## config.mk

```make
export PLATFORM = sky130hd
export DESIGN_NAME = ram_byte_loader_flat
export DESIGN_NICKNAME = d
export VERILOG_FILES = /design/src/rtl/pkg_loader.sv /design/src/rtl/pkg_ram.sv /design/src/rtl/if_ram.sv /design/src/rtl/ram_loader_hdr_shift.sv /design/src/rtl/ram_byte_loader.sv /design/src/flat_wrapper.sv
export SDC_FILE = /design/constraint.sdc
export NUM_CORES = 1
export LEC_CHECK = 0
export ABC_AREA = 1
export CORE_MARGIN = 2
export CORE_UTILIZATION = 25
export DETAILED_ROUTE_END_ITERATION = 8
export GPL_ROUTABILITY_DRIVEN = 0
export GPL_TIMING_DRIVEN = 0
export PLACE_DENSITY_LB_ADDON = 0.1
export REMOVE_ABC_BUFFERS = 1
export SETUP_SLACK_MARGIN = 0.4
export SLEW_MARGIN = 5
export SYNTH_ARGS = -nofsm -noshare
export SYNTH_HDL_FRONTEND = slang
export SYNTH_HIERARCHICAL = 1
export SYNTH_SLANG_ARGS = --single-unit
```

## constraint.sdc

```tcl
create_clock -name clk -period 4.6 [get_ports clk]
set_input_delay 1.15 -clock clk [delete_from_list [all_inputs] [get_ports clk]]
set_output_delay 1.15 -clock clk [all_outputs]
set_load 0.01 [all_outputs]
```

## src/rtl/pkg_loader.sv

```systemverilog
// Byte-loader definitions: FSM state encoding shared by the loader and its bench.
package pkg_loader;

    typedef enum logic [2:0] {
        IDLE = 3'd0,
        ADDR = 3'd1,
        LEN  = 3'd2,
        DATA = 3'd3,
        CSUM = 3'd4,
        DONE = 3'd5,
        ERR  = 3'd6
    } loader_state_t;

endpackage

```

## src/rtl/pkg_ram.sv

```systemverilog
// Shared RAM bus definitions: operation codes, access widths and bus geometry.
package pkg_ram;

    localparam int RAM_ADDRW     = 10;
    localparam int RAM_QUAD_SIZE = 32;

    typedef enum logic [1:0] {
        NOP   = 2'd0,
        LOAD  = 2'd1,
        STORE = 2'd2
    } op_t;

    typedef enum logic [1:0] {
        BYTE = 2'd0,
        HALF = 2'd1,
        WORD = 2'd2
    } data_type_t;

endpackage

```

## src/rtl/if_ram.sv

```systemverilog
// RAM access bus. Clients drive a request every cycle (NOP when idle); the server
// returns read data on data_out.
interface if_ram;
    import pkg_ram::*;

    op_t                      op;
    data_type_t               data_type;
    logic [RAM_ADDRW-1:0]     addr;
    logic [RAM_QUAD_SIZE-1:0] data_in;
    logic [RAM_QUAD_SIZE-1:0] data_out;

    modport client (output op, output data_type, output addr, output data_in, input data_out);
    modport server (input op, input data_type, input addr, input data_in, output data_out);

endinterface

```

## src/rtl/ram_loader_hdr_shift.sv

```systemverilog
// N-byte header field collector. Bytes enter at the LSB end so the first byte
// received ends up as the MSB. 'shifted' is the value the register would hold if
// byte_in were taken this cycle, letting the owner act on a complete field in the
// same cycle its last byte arrives.
module ram_loader_hdr_shift #(
    parameter int N_BYTES = 4
) (
    input  logic                   clk,
    input  logic                   rst_n,
    input  logic                   clear,
    input  logic                   shift_en,
    input  logic [7:0]             byte_in,
    output logic [8*N_BYTES-1:0]   value,
    output logic [8*N_BYTES-1:0]   shifted,
    output logic                   last,
    output logic                   full
);

    localparam int W  = 8 * N_BYTES;
    localparam int CW = $clog2(N_BYTES + 1);

    logic [CW-1:0] count;

    // Next-value view and counter flags.
    always_comb begin
        shifted = (value << 8) | W'(byte_in);
        last    = (count == CW'(N_BYTES - 1));
        full    = (count == CW'(N_BYTES));
    end

    // Shift in accepted bytes until the field is full; clear re-arms it.
    always_ff @(posedge clk or negedge rst_n) begin
        if (!rst_n) begin
            value <= '0;
            count <= '0;
        end else if (clear) begin
            value <= '0;
            count <= '0;
        end else if (shift_en && !full) begin
            value <= shifted;
            count <= count + CW'(1);
        end
    end

endmodule

```

## src/rtl/ram_byte_loader.sv

```systemverilog
// Streams a framed program image (addr, len, data bytes, checksum) from a byte
// source into RAM as byte stores.
// Byte handshake: a byte transfers on any rising clk edge where rx_valid && rx_ready;
// rx_ready depends only on the FSM state, never on rx_valid.
module ram_byte_loader
    import pkg_ram::*;
    import pkg_loader::*;
#(
    parameter int ADDR_BYTES = 4,
    parameter int LEN_BYTES  = 4,
    parameter int RAM_BYTES  = 2 ** RAM_ADDRW
) (
    input  logic                 clk,
    input  logic                 rst_n,
    input  logic                 start,
    input  logic [7:0]           rx_data,
    input  logic                 rx_valid,
    output logic                 rx_ready,
    if_ram.client                ram,
    output logic                 busy,
    output logic                 done,
    output logic                 err,
    output logic [RAM_ADDRW-1:0] entry_addr,
    output loader_state_t        state
);

    localparam int AW    = 8 * ADDR_BYTES;
    localparam int LW    = 8 * LEN_BYTES;
    localparam int SUM_W = ((AW > LW) ? AW : LW) + 1;

    logic                     accept;
    logic                     start_ok;
    logic [AW-1:0]            addr_val;
    logic [AW-1:0]            addr_shifted;
    logic                     addr_last;
    logic                     addr_full;
    logic [LW-1:0]            len_val;
    logic [LW-1:0]            len_shifted;
    logic                     len_last;
    logic                     len_full;
    logic [SUM_W-1:0]         span_end;
    logic                     bounds_bad;
    logic [RAM_ADDRW-1:0]     cur_addr;
    logic [LW-1:0]            remaining;
    logic [7:0]               sum;
    op_t                      op_q;
    logic [RAM_ADDRW-1:0]     addr_q;
    logic [RAM_QUAD_SIZE-1:0] data_q;

    ram_loader_hdr_shift #(.N_BYTES(ADDR_BYTES)) u_addr_shift (
        .clk      (clk),
        .rst_n    (rst_n),
        .clear    (start_ok),
        .shift_en (accept && (state == ADDR)),
        .byte_in  (rx_data),
        .value    (addr_val),
        .shifted  (addr_shifted),
        .last     (addr_last),
        .full     (addr_full)
    );

    ram_loader_hdr_shift #(.N_BYTES(LEN_BYTES)) u_len_shift (
        .clk      (clk),
        .rst_n    (rst_n),
        .clear    (start_ok),
        .shift_en (accept && (state == LEN)),
        .byte_in  (rx_data),
        .value    (len_val),
        .shifted  (len_shifted),
        .last     (len_last),
        .full     (len_full)
    );

    // Handshake, status and the bounds check on the length as it completes.
    // The full header address (including bits above RAM_ADDRW) takes part in the
    // sum, which is one bit wider than either field so it never wraps.
    always_comb begin
        rx_ready   = (state == ADDR) || (state == LEN) || (state == DATA) || (state == CSUM);
        busy       = rx_ready;
        accept     = rx_valid && rx_ready;
        start_ok   = start && ((state == IDLE) || (state == DONE) || (state == ERR));
        span_end   = SUM_W'(addr_val) + SUM_W'(len_shifted);
        bounds_bad = (span_end > SUM_W'(RAM_BYTES));
    end

    // RAM request is registered; data_type is always a byte access.
    assign ram.op        = op_q;
    assign ram.data_type = BYTE;
    assign ram.addr      = addr_q;
    assign ram.data_in   = data_q;

    // Loader FSM, data counters, running checksum and the one-cycle store pulse.
    always_ff @(posedge clk or negedge rst_n) begin
        if (!rst_n) begin
            state      <= IDLE;
            done       <= 1'b0;
            err        <= 1'b0;
            entry_addr <= '0;
            cur_addr   <= '0;
            remaining  <= '0;
            sum        <= '0;
            op_q       <= NOP;
            addr_q     <= '0;
            data_q     <= '0;
        end else begin
            op_q <= NOP;
            case (state)
                IDLE, DONE, ERR: begin
                    if (start_ok) begin
                        state     <= ADDR;
                        done      <= 1'b0;
                        err       <= 1'b0;
                        sum       <= '0;
                        remaining <= '0;
                        cur_addr  <= '0;
                    end
                end
                ADDR: begin
                    if (accept && addr_last) begin
                        state <= LEN;
                    end
                end
                LEN: begin
                    if (accept && len_last) begin
                        entry_addr <= addr_val[RAM_ADDRW-1:0];
                        cur_addr   <= addr_val[RAM_ADDRW-1:0];
                        remaining  <= len_shifted;
                        if (bounds_bad) begin
                            state <= ERR;
                            err   <= 1'b1;
                        end else if (len_shifted == '0) begin
                            state <= CSUM;
                        end else begin
                            state <= DATA;
                        end
                    end
                end
                DATA: begin
                    if (accept) begin
                        op_q      <= STORE;
                        addr_q    <= cur_addr;
                        data_q    <= {{(RAM_QUAD_SIZE-8){1'b0}}, rx_data};
                        cur_addr  <= cur_addr + RAM_ADDRW'(1);
                        remaining <= remaining - LW'(1);
                        sum       <= sum + rx_data;
                        if (remaining == LW'(1)) begin
                            state <= CSUM;
                        end
                    end
                end
                CSUM: begin
                    if (accept) begin
                        if (rx_data == sum) begin
                            state <= DONE;
                            done  <= 1'b1;
                        end else begin
                            state <= ERR;
                            err   <= 1'b1;
                        end
                    end
                end
                default: state <= IDLE;
            endcase
        end
    end

endmodule

```

## src/flat_wrapper.sv

```systemverilog
// flat-port wrapper written by rule: the top's interface ports become plain ports
module ram_byte_loader_flat import pkg_ram::*; import pkg_loader::*;
#(
    parameter int ADDR_BYTES = 4,
    parameter int LEN_BYTES  = 4,
    parameter int RAM_BYTES  = 2 ** RAM_ADDRW
)
  (clk, rst_n, start, rx_data, rx_valid, rx_ready, busy, done, err, entry_addr, state, ram_op, ram_data_type, ram_addr, ram_data_in, ram_data_out);
  if_ram ram_i ();
  input  logic clk;
  input  logic rst_n;
  input  logic start;
  input  logic [7:0] rx_data;
  input  logic rx_valid;
  output logic rx_ready;
  output logic busy;
  output logic done;
  output logic err;
  output logic [RAM_ADDRW-1:0] entry_addr;
  output loader_state_t state;
  output wire logic [$bits(ram_i.op)-1:0] ram_op;
  output wire logic [$bits(ram_i.data_type)-1:0] ram_data_type;
  output wire logic [$bits(ram_i.addr)-1:0] ram_addr;
  output wire logic [$bits(ram_i.data_in)-1:0] ram_data_in;
  input wire logic [$bits(ram_i.data_out)-1:0] ram_data_out;
  assign ram_op = ram_i.op;
  assign ram_data_type = ram_i.data_type;
  assign ram_addr = ram_i.addr;
  assign ram_data_in = ram_i.data_in;
  assign ram_i.data_out = ram_data_out;
  ram_byte_loader #(.ADDR_BYTES(ADDR_BYTES), .LEN_BYTES(LEN_BYTES), .RAM_BYTES(RAM_BYTES)) u_core (.clk(clk), .rst_n(rst_n), .start(start), .rx_data(rx_data), .rx_valid(rx_valid), .rx_ready(rx_ready), .ram(ram_i), .busy(busy), .done(done), .err(err), .entry_addr(entry_addr), .state(state));
endmodule
```

==> impl_metrics.tcl, run 1 <==
set metrics [dict create \
    n_antenna_cell 0 \
    layout-drive-gt1-share_pct 8.43 \
    drt.antenna.violating_nets 0 \
    final-instance-count-excl-fill 2206 \
    worstSetupEndpointType "output port" \
    pin_count_of_the_biggest_net_entering_global_routing 100 \
    place_hpwl_mm 27.1 \
    dieWidth_um 215 \
    drtIter0Drc 809 \
    initial_utilization_pct 25.3 \
    path_class "reg2out" \
    worst-path-max-fanout 22 \
    area_of_the_die_um2 46300 \
    syn_area_per_cell_um2 6.90 \
    worst-r2r-setup-slack_ns 0.92 \
    net-switching-power_mw 3.79 \
    cp-start-kind "flop" \
    power.internal_mw 3.96 \
    setup_ws_ns 0.680 \
    max_freq_mhz 255 \
    routed-via-count 9946 \
    design.portCount 107 \
    grt_setup_unrepaired "no" \
    yosys_warnings 6 \
    flop_pwr_share_pct 27.1 \
    clock-root-buffer "sky130_fd_sc_hd__clkbuf_16" \
    worst_path_largest_cell_delay_ns 0.60 \
    lkg_pwr_nw 6.21 \
    worstPathBufferInverterCount 4 \
    final.min_clock_period_ns 3.92 \
    critPathArrivalTime_ns 2.77 \
    areal_power_density_over_the_cells_nw_per_um2 623 \
    area_growth_pct 11.5 \
    max-cap-violations 0 \
    place_ws_ns -0.584 \
    required_time_of_the_worst_setup_path_ns 3.45 \
    final-setup-viol-count 0 \
    final_net_count 1695 \
    power.clock.fraction_pct 19.9 \
    detail_route.first_pass.iterations 5 \
    holdCritPathClass "reg2reg" \
    drv_slew 0 \
    final_hold_viol_count 0 \
    drc 0 \
    die-height_um 215 \
    place_inst 2169 \
    synthesis.area_um2 11200 \
    synth_cells 1616 \
    layout_common_cells "sky130_fd_sc_hd__nand2_1, sky130_fd_sc_hd__inv_1, sky130_fd_sc_hd__nor2_1" \
    final_common_cell "sky130_fd_sc_hd__nand2_1" \
    final.hold.worst_slack_ns 0.469 \
    crit_slowest_cell "sky130_fd_sc_hd__nor2_4" \
    clock_insertion_delay_worst_skew_ns 0.43 \
    std_cell_rows 77 \
    run_status "completed" \
    critical-path-top-delay-family "buffers and inverters" \
    layout_skew_ns 0.0102 \
    postRouteWirelength_mm 36.9 \
    routed_wl_per_cell_um 16.7 \
    cts_made_buffers 17 \
    groute.usage.overall_pct 16.0 \
    vdd_drop_max_uv 274 \
    via_per_inst 4.51 \
    first_pass_grt_wire_length_mm 57.6 \
    number_of_global_route_vias_before_repair 9561 \
    tritoncts "built" \
    grt_antenna_before_repair 0 \
    pwr-share-comb_pct 52.9 \
    coreArea_um2 44100 \
    cts_num_sinks 146 \
    worstPathCellList "inv_2, nor2_2, inv_2, nor2_4, inv_2, nand3_1, clkdlybuf4s50_1" \
    slew_headroom_pct 20.1 \
    timing.critical_path.mode_cell "sky130_fd_sc_hd__inv_2" \
    max_slew.worst_pin.slew_ns 1.20 \
    grt_overflow_total 0 \
    cts-root-to-sink-buffers 2 \
    timing.final.crit_share_pct 85.2 \
    switching_portion_of_total_power_pct 48.9 \
    clk_pin_slew_ns 0.07 \
    clock_tree.htree_level_count 4 \
    placement.io_buffers 47 \
]
power by group through the flow:
stage	Clock, mW	Sequential, mW	Combinational [mW]
3_3_place_gp	0	2.13	3.98
3_5_place_dp	0	2.13	4.08
6_report	1.55	2.11	4.10
4_1_cts	1.59	2.11	4.12
2_1_floorplan	0	2.01	2.66
5_1_grt	1.65	2.17	4.65
registers in the layout, summed over array words and instances (netlist names):
| register | flops |
|---|---|
| u_core/entry_addr | 10 |
| u_core/err | 1 |
| u_core/remaining | 32 |
| u_core/u_len_shift/count | 3 |
| u_core/state | 3 |
| u_core/done | 1 |
| u_core/cur_addr | 10 |
| u_core/u_addr_shift/value | 32 |
| u_core/ram.addr | 10 |
| u_core/ram.data_in | 8 |
| u_core/u_addr_shift/count | 3 |
| u_core/ram.op | 1 |
| u_core/sum | 8 |
| u_core/u_len_shift/value | 24 |
worst register-to-register path: cells and delay by family, from the launching register on:
family,cells,cell delay (ns)
AOI/OAI and AO/OA,2,0.42
buffers and inverters,4,1.39
DFF,1,0.65
and+or+nand+nor,4,1.04
path summary, 6_finish.rpt:
check                                              to                   from  cells after the start
worst max-delay path                             busy        u_core/state[1]                      7
worst min-delay path            u_core/ram.data_in[4]  u_core/ram.data_in[4]                      2
worst min register to register  u_core/ram.data_in[4]  u_core/ram.data_in[4]                      2
max in group asynchronous        u_core/remaining[30]                  rst_n                      2
worst max register to register   u_core/remaining[21]        u_core/state[2]                     10
min in group asynchronous        u_core/entry_addr[9]                  rst_n                      1
layout make-up:
cell class	count	area, um^2
Fill cell	4961	31700
Multi-Input combinational cell	1145	5930
Sequential cell	146	3650
Inverter	236	890
Tap cell	592	741
Timing Repair Buffer	55	587
Clock buffer	18	439
Clock inverter	14	200
per-layer routing:
layer	vias to the layer above	GRT usage (%)	part of all wire, %
li1	5098	-	-
met1	4646	21.9	48
met2	175	26.6	48
met3	27	2.11	3.0
met4	0	4.09	1.6
met5	-	0	0
stage by stage:
step           TNS [ns]  area [um^2]  total power, mW  utilization [%]
2_1_floorplan         0        10400             4.67                -
3_3_place_gp    -904.29        11600             6.12             26.4
3_5_place_dp      -5.95        11800             6.21             26.7
4_1_cts               0        12400             7.83             28.1
5_1_grt               0        12400             8.47             28.2
6_report              0        12400             7.75             28.2
repair_timing:
| item | 4_1_cts | 5_1_grt |
|---|---|---|
| endpoints found under the setup margin | 76 | 70 |
| gates cloned | 1 | 1 |
| buffers inserted | 0 | 3 |
| hold buffers | 0 | 0 |
| resized for setup | 10 | 11 |
| pin swaps | 1 | 2 |
(Power assumes the default switching activity.)
==> run 2, diff against run 1 <==
Settings changed: CORE_UTILIZATION 25 to 38.
==> impl_metrics.tcl, run 2 (same netlist as run 1, synthesis figures left out) <==
set metrics [dict create \
    run_status "completed" \
    clock-root-buffer "sky130_fd_sc_hd__clkbuf_16" \
    worst_hold_startpoint "u_core/ram.data_in[5]" \
    cts_num_sinks 146 \
    power.clock.fraction_pct 18.5 \
    postRouteWirelength_mm 33.0 \
    timing.critical_path.mode_cell "sky130_fd_sc_hd__nand2_1" \
    via_per_inst 5.07 \
    flop_pwr_share_pct 28.1 \
    n_antenna_cell 0 \
    design.portCount 107 \
    regToRegStartpoint "u_core/state[2]" \
    drt.antenna.violating_nets 0 \
    final.hold.worst_slack_ns 0.471 \
    worstSetupEndpointType "flop" \
    path_class "in2reg" \
    holdCritPathClass "reg2reg" \
    critical-path-top-delay-family "simple AND/OR/NAND/NOR gates" \
    grt_antenna_before_repair 0 \
    nFillCells 3027 \
    place_hpwl_mm 23.5 \
    worst-path-max-fanout 6 \
    setup_ws_ns 0.563 \
    power.internal_mw 3.74 \
    routed_wl_per_cell_um 16.5 \
    worstPathBufferInverterCount 1 \
    clock_insertion_delay_worst_skew_ns 0.44 \
    final_common_cell "sky130_fd_sc_hd__nand2_1" \
    clk_pin_slew_ns 0.07 \
    areal_power_density_over_the_cells_nw_per_um2 617 \
    timing.final.crit_share_pct 87.8 \
    max_freq_mhz 248 \
    slew_headroom_pct 22.6 \
    drtIter0Drc 818 \
    holdBufCountCts 0 \
    final.min_clock_period_ns 4.04 \
    groute.usage.overall_pct 21.7 \
    crit_slowest_cell "sky130_fd_sc_hd__dlygate4sd2_1" \
    layout_skew_ns 0.0116 \
    cp-startpoint "rx_data[0]" \
    grt_overflow_total 0 \
    lkg_pwr_nw 6.21 \
    final-instance-count-excl-fill 1997 \
    routed-via-count 10125 \
    final_hold_viol_count 0 \
    number_of_global_route_vias_before_repair 9329 \
    detail_route.first_pass.iterations 5 \
    coreArea_um2 28800 \
    dieWidth_um 175 \
    drv_slew 0 \
    fin_total_pwr_mw 7.47 \
    initial_utilization_pct 38.8 \
    biggestRegsByFlops "u_core/remaining x32, u_core/u_addr_shift/value x32, u_core/u_len_shift/value x24" \
    worst_path_largest_cell_delay_ns 0.62 \
    stdcell_area_um2 12100 \
    placement.io_buffers 47 \
    postLayoutCoreUtil_pct 42.1 \
    final-setup-viol-count 0 \
    cts-root-to-sink-buffers 2 \
    pin_count_of_the_biggest_net_entering_global_routing 85 \
    die-height_um 175 \
    switching_portion_of_total_power_pct 49.9 \
    cts_made_buffers 17 \
    area_growth_pct 8.58 \
    place_ws_ns -0.712 \
    cp-start-kind "input port" \
    placedInstanceArea_um2 11500 \
    worstPathCellList "dlygate4sd2_1, ha_2, fa_1, or2_2, nor3_1, nand3b_1, nor2_1, nand2_1, nand2_1, nand3_1, nor2_1, nand4_1, nand2_1, nand2_1, nand2_1, nand2_1" \
    pwr-share-comb_pct 53.4 \
    std_cell_rows 62 \
    tritoncts "built" \
    max-cap-violations 0 \
    critPathArrivalTime_ns 4.36 \
    layout-drive-gt1-share_pct 8.12 \
    net-switching-power_mw 3.73 \
    place_inst 1960 \
    grt_setup_unrepaired "yes" \
    layout_common_cells "sky130_fd_sc_hd__nand2_1, sky130_fd_sc_hd__inv_1, sky130_fd_sc_hd__nor2_1" \
    required_time_of_the_worst_setup_path_ns 4.93 \
    setup_tns_ns 0 \
    drc 0 \
    clock_tree.htree_level_count 4 \
    vdd_drop_max_uv 339 \
    final_net_count 1694 \
    first_pass_grt_wire_length_mm 52.1 \
    max_slew.worst_pin.slew_ns 1.16 \
    area_of_the_die_um2 30700 \
]
## run 2: cell types whose count changed in the layout (fill, tap and decap cells not counted), sizes merged
| cell | before | now |
|---|---|---|
| inv | 238 | 243 |
| clkbuf | 22 | 19 |
| bufinv | 4 | 0 |
| clkinv | 4 | 5 |
| dlygate4sd2 | 3 | 2 |
| clkinvlp | 4 | 3 |
| dlymetal6s2s | 1 | 5 |
| buf | 9 | 7 |
## run 2: layout make-up
class / count / area, um^2 / share of cell area (%)
Clock buffer: 18 / 439 / 3.63
Sequential cell: 146 / 3650 / 30.2
Tap cell: 384 / 480 / 3.97
Clock inverter: 14 / 136 / 1.13
Multi-Input combinational cell: 1145 / 5930 / 49.0
Timing Repair Buffer: 53 / 573 / 4.73
Timing Repair inverter: 1 / 5.00 / 0.0413
Inverter: 236 / 893 / 7.37
## run 2: worst paths after layout
path	end	slack (ns)	cells past startpoint
min in group asynchronous	u_core/entry_addr[9]	0.65	1
max in group asynchronous	u_core/remaining[17]	3.13	2
worst max register to register	u_core/remaining[30]	0.58	9
worst min-delay path	u_core/ram.data_in[5]	0.47	2
worst min register to register	u_core/ram.data_in[5]	0.47	2
worst max-delay path	u_core/state[1]	0.56	16
## run 2: worst min-delay path, delay by kind of cell (launching register included)
family	cells	cell delay [ns]
DFF	1	0.34
and+or+nand+nor	2	0.10
## run 2: metal layers
metal | wire length, um | GRT usage [%] | up-vias
met5 | 0 | 0 | -
met4 | 722 | 6.04 | 0
met3 | 1480 | 3.27 | 35
met2 | 14800 | 33.7 | 241
met1 | 16100 | 31.1 | 4754
li1 | - | - | 5095
## run 2: what timing repair did
action	CTS	global route
buffers inserted	2	0
cloned	1	2
pin swaps	1	0
endpoints found under the setup margin	72	43
gates resized for setup	6	10
endpoints found under the hold margin	0	0
## run 2: power groups by stage
stage / clock network, mW / logic (mW) / registers, mW
6_report: 1.38 / 3.99 / 2.10
5_1_grt: 1.47 / 4.49 / 2.16
4_1_cts: 1.41 / 3.96 / 2.10
3_5_place_dp: 0 / 3.88 / 2.11
3_3_place_gp: 0 / 3.81 / 2.11
2_1_floorplan: 0 / 2.66 / 2.01
==> run 3, diff against run 2 <==
Settings changed: ABC_AREA 1 to default.
==> impl_metrics.tcl, run 3 <==
set metrics [dict create \
    run_status "completed" \
    slew_headroom_pct 13.1 \
    tritoncts "built" \
    worst-path-max-fanout 7 \
    clock_tree.htree_level_count 4 \
    final_hold_viol_count 0 \
    place_hpwl_mm 21.4 \
    layout_common_cells "sky130_fd_sc_hd__nand2_1, sky130_fd_sc_hd__dfrtp_1, sky130_fd_sc_hd__a21oi_1" \
    cts_num_sinks 146 \
    stdcell_area_um2 11400 \
    design.portCount 107 \
    drt.antenna.violating_nets 0 \
    timing.final.crit_share_pct 89.1 \
    routed_wl_per_cell_um 20.2 \
    final-instance-count-excl-fill 1523 \
    area_of_the_die_um2 28900 \
    setup_tns_ns 0 \
    multiInputGateArea_um2 6020 \
    std_cell_rows 60 \
    drv_slew 0 \
    dieWidth_um 170 \
    number_of_global_route_vias_before_repair 8130 \
    layout-drive-gt1-share_pct 19.6 \
    final-setup-viol-count 0 \
    cts-root-to-sink-buffers 2 \
    synthesis.area_um2 10500 \
    clock-root-buffer "sky130_fd_sc_hd__clkbuf_16" \
    drc 0 \
    required_time_of_the_worst_setup_path_ns 4.88 \
    biggestRegsByFlops "u_core/remaining x32, u_core/u_addr_shift/value x32, u_core/u_len_shift/value x24" \
    worstSetupEndpointType "flop" \
    seqCellArea_um2 3650 \
    cp-start-kind "input port" \
    initial_utilization_pct 38.7 \
    max-cap-violations 0 \
    fin_total_pwr_mw 6.69 \
    placement.io_buffers 47 \
    postRouteWirelength_mm 30.8 \
    grt_overflow_total 0 \
    grt_setup_unrepaired "no" \
    yosys_warnings 6 \
    drtIter0Drc 588 \
    path_class "in2reg" \
    areal_power_density_over_the_cells_nw_per_um2 584 \
    pin_count_of_the_biggest_net_entering_global_routing 96 \
    coreArea_um2 27000 \
    final.min_clock_period_ns 4.10 \
    die-height_um 170 \
    max_slew.worst_pin.slew_ns 1.30 \
    first_pass_grt_wire_length_mm 48.3 \
    area_growth_pct 9.30 \
    final_net_count 1263 \
    via_per_inst 5.63 \
    grt_antenna_before_repair 0 \
    layout_skew_ns 0.0101 \
    placedInstanceArea_um2 10800 \
    vdd_drop_max_uv 250 \
    max_freq_mhz 244 \
    n_antenna_cell 0 \
    synth_cells 1194 \
    syn_area_per_cell_um2 8.77 \
    routed-via-count 8580 \
    final_common_cell "sky130_fd_sc_hd__nand2_1" \
    holdCritPathClass "reg2reg" \
    clk_pin_slew_ns 0.07 \
    clock_insertion_delay_worst_skew_ns 0.43 \
    cts_made_buffers 17 \
    holdBufCountCts 0 \
    detail_route.first_pass.iterations 5 \
    lkg_pwr_nw 4.71 \
    place_inst 1490 \
    nFillCells 2702 \
    groute.usage.overall_pct 21.7 \
    critPathArrivalTime_ns 4.38 \
]
## run 3: cell count changes in the layout (fill, tap and decap cells not counted), moves of 18 or more
cell / delta
sky130_fd_sc_hd__nor2_1: -105
sky130_fd_sc_hd__nand2_2: +46
sky130_fd_sc_hd__inv_1: -195
sky130_fd_sc_hd__a21oi_2: +58
sky130_fd_sc_hd__nand2_1: -264
sky130_fd_sc_hd__nand3_1: -113
sky130_fd_sc_hd__mux2_2: +18
sky130_fd_sc_hd__nand4_1: -34
sky130_fd_sc_hd__o21ai_0: +25
## run 3: where the power goes
part	switching, mW	internal [mW]
sequential	0.526	1.64
clock	0.628	0.762
combinational	1.89	1.24
total	3.05	3.64
## run 3: repair_timing
item	in CTS	in global routing
gates resized for setup	33	12
pin swaps	1	5
endpoints found under the setup margin	22	27
setup buffers	1	0
## run 3: final timing paths
path                            startpoint                 end  slack (ns)  depth (start not counted)
setup / recovery                rx_data[2]     u_core/state[1]        0.50                         12
hold / removal               u_core/sum[6]       u_core/sum[6]        0.49                          2
setup reg to reg           u_core/state[2]  u_core/ram.addr[9]        0.83                          4
hold reg to reg              u_core/sum[6]       u_core/sum[6]        0.49                          2
max in group asynchronous            rst_n  u_core/cur_addr[1]        3.10                          2
min in group asynchronous            rst_n          u_core/err        0.63                          1
## run 3: worst max-delay path, cell delays in order
cell and delay (ns):
sky130_fd_sc_hd__clkdlybuf4s15_2 0.35, sky130_fd_sc_hd__ha_1 0.44, sky130_fd_sc_hd__a211oi_2 0.35, sky130_fd_sc_hd__o21ai_1 0.22
sky130_fd_sc_hd__xor2_1 0.19, sky130_fd_sc_hd__o41ai_2 0.46, sky130_fd_sc_hd__o2111ai_1 0.24, sky130_fd_sc_hd__nor4_1 0.28
sky130_fd_sc_hd__nand3_1 0.22, sky130_fd_sc_hd__nor4_4 0.17, sky130_fd_sc_hd__buf_4 0.19, sky130_fd_sc_hd__o221ai_1 0.12
## run 3: metal layers
layer	share of wire (%)	GRT usage, %	vias to the layer above	wire length (um)
li1	-	-	4149	-
met1	49	31.1	4221	14900
met2	47	34.7	196	14400
met3	3.9	3.79	14	1210
met4	0.70	4.01	0	216
met5	0	0	-	0
## run 3: cell type report
class / instances / area share, %
multi-input combinational: 919 / 52.6
clock buffer: 18 / 3.75
clock inverter: 14 / 1.24
sequential: 146 / 31.9
inverter: 29 / 0.951
tap: 341 / 3.73
timing repair buffer: 56 / 5.75
## run 3: stage by stage
stage	util (%)	hold slack, ns	setup WS [ns]
detailed placement	40.0	0.477	-1.11
global placement	39.2	0.468	-4.10
floorplan	-	0.453	-0.588
CTS	42.2	0.497	0.390
global route	42.3	0.518	0.388
finish	42.3	0.492	0.499
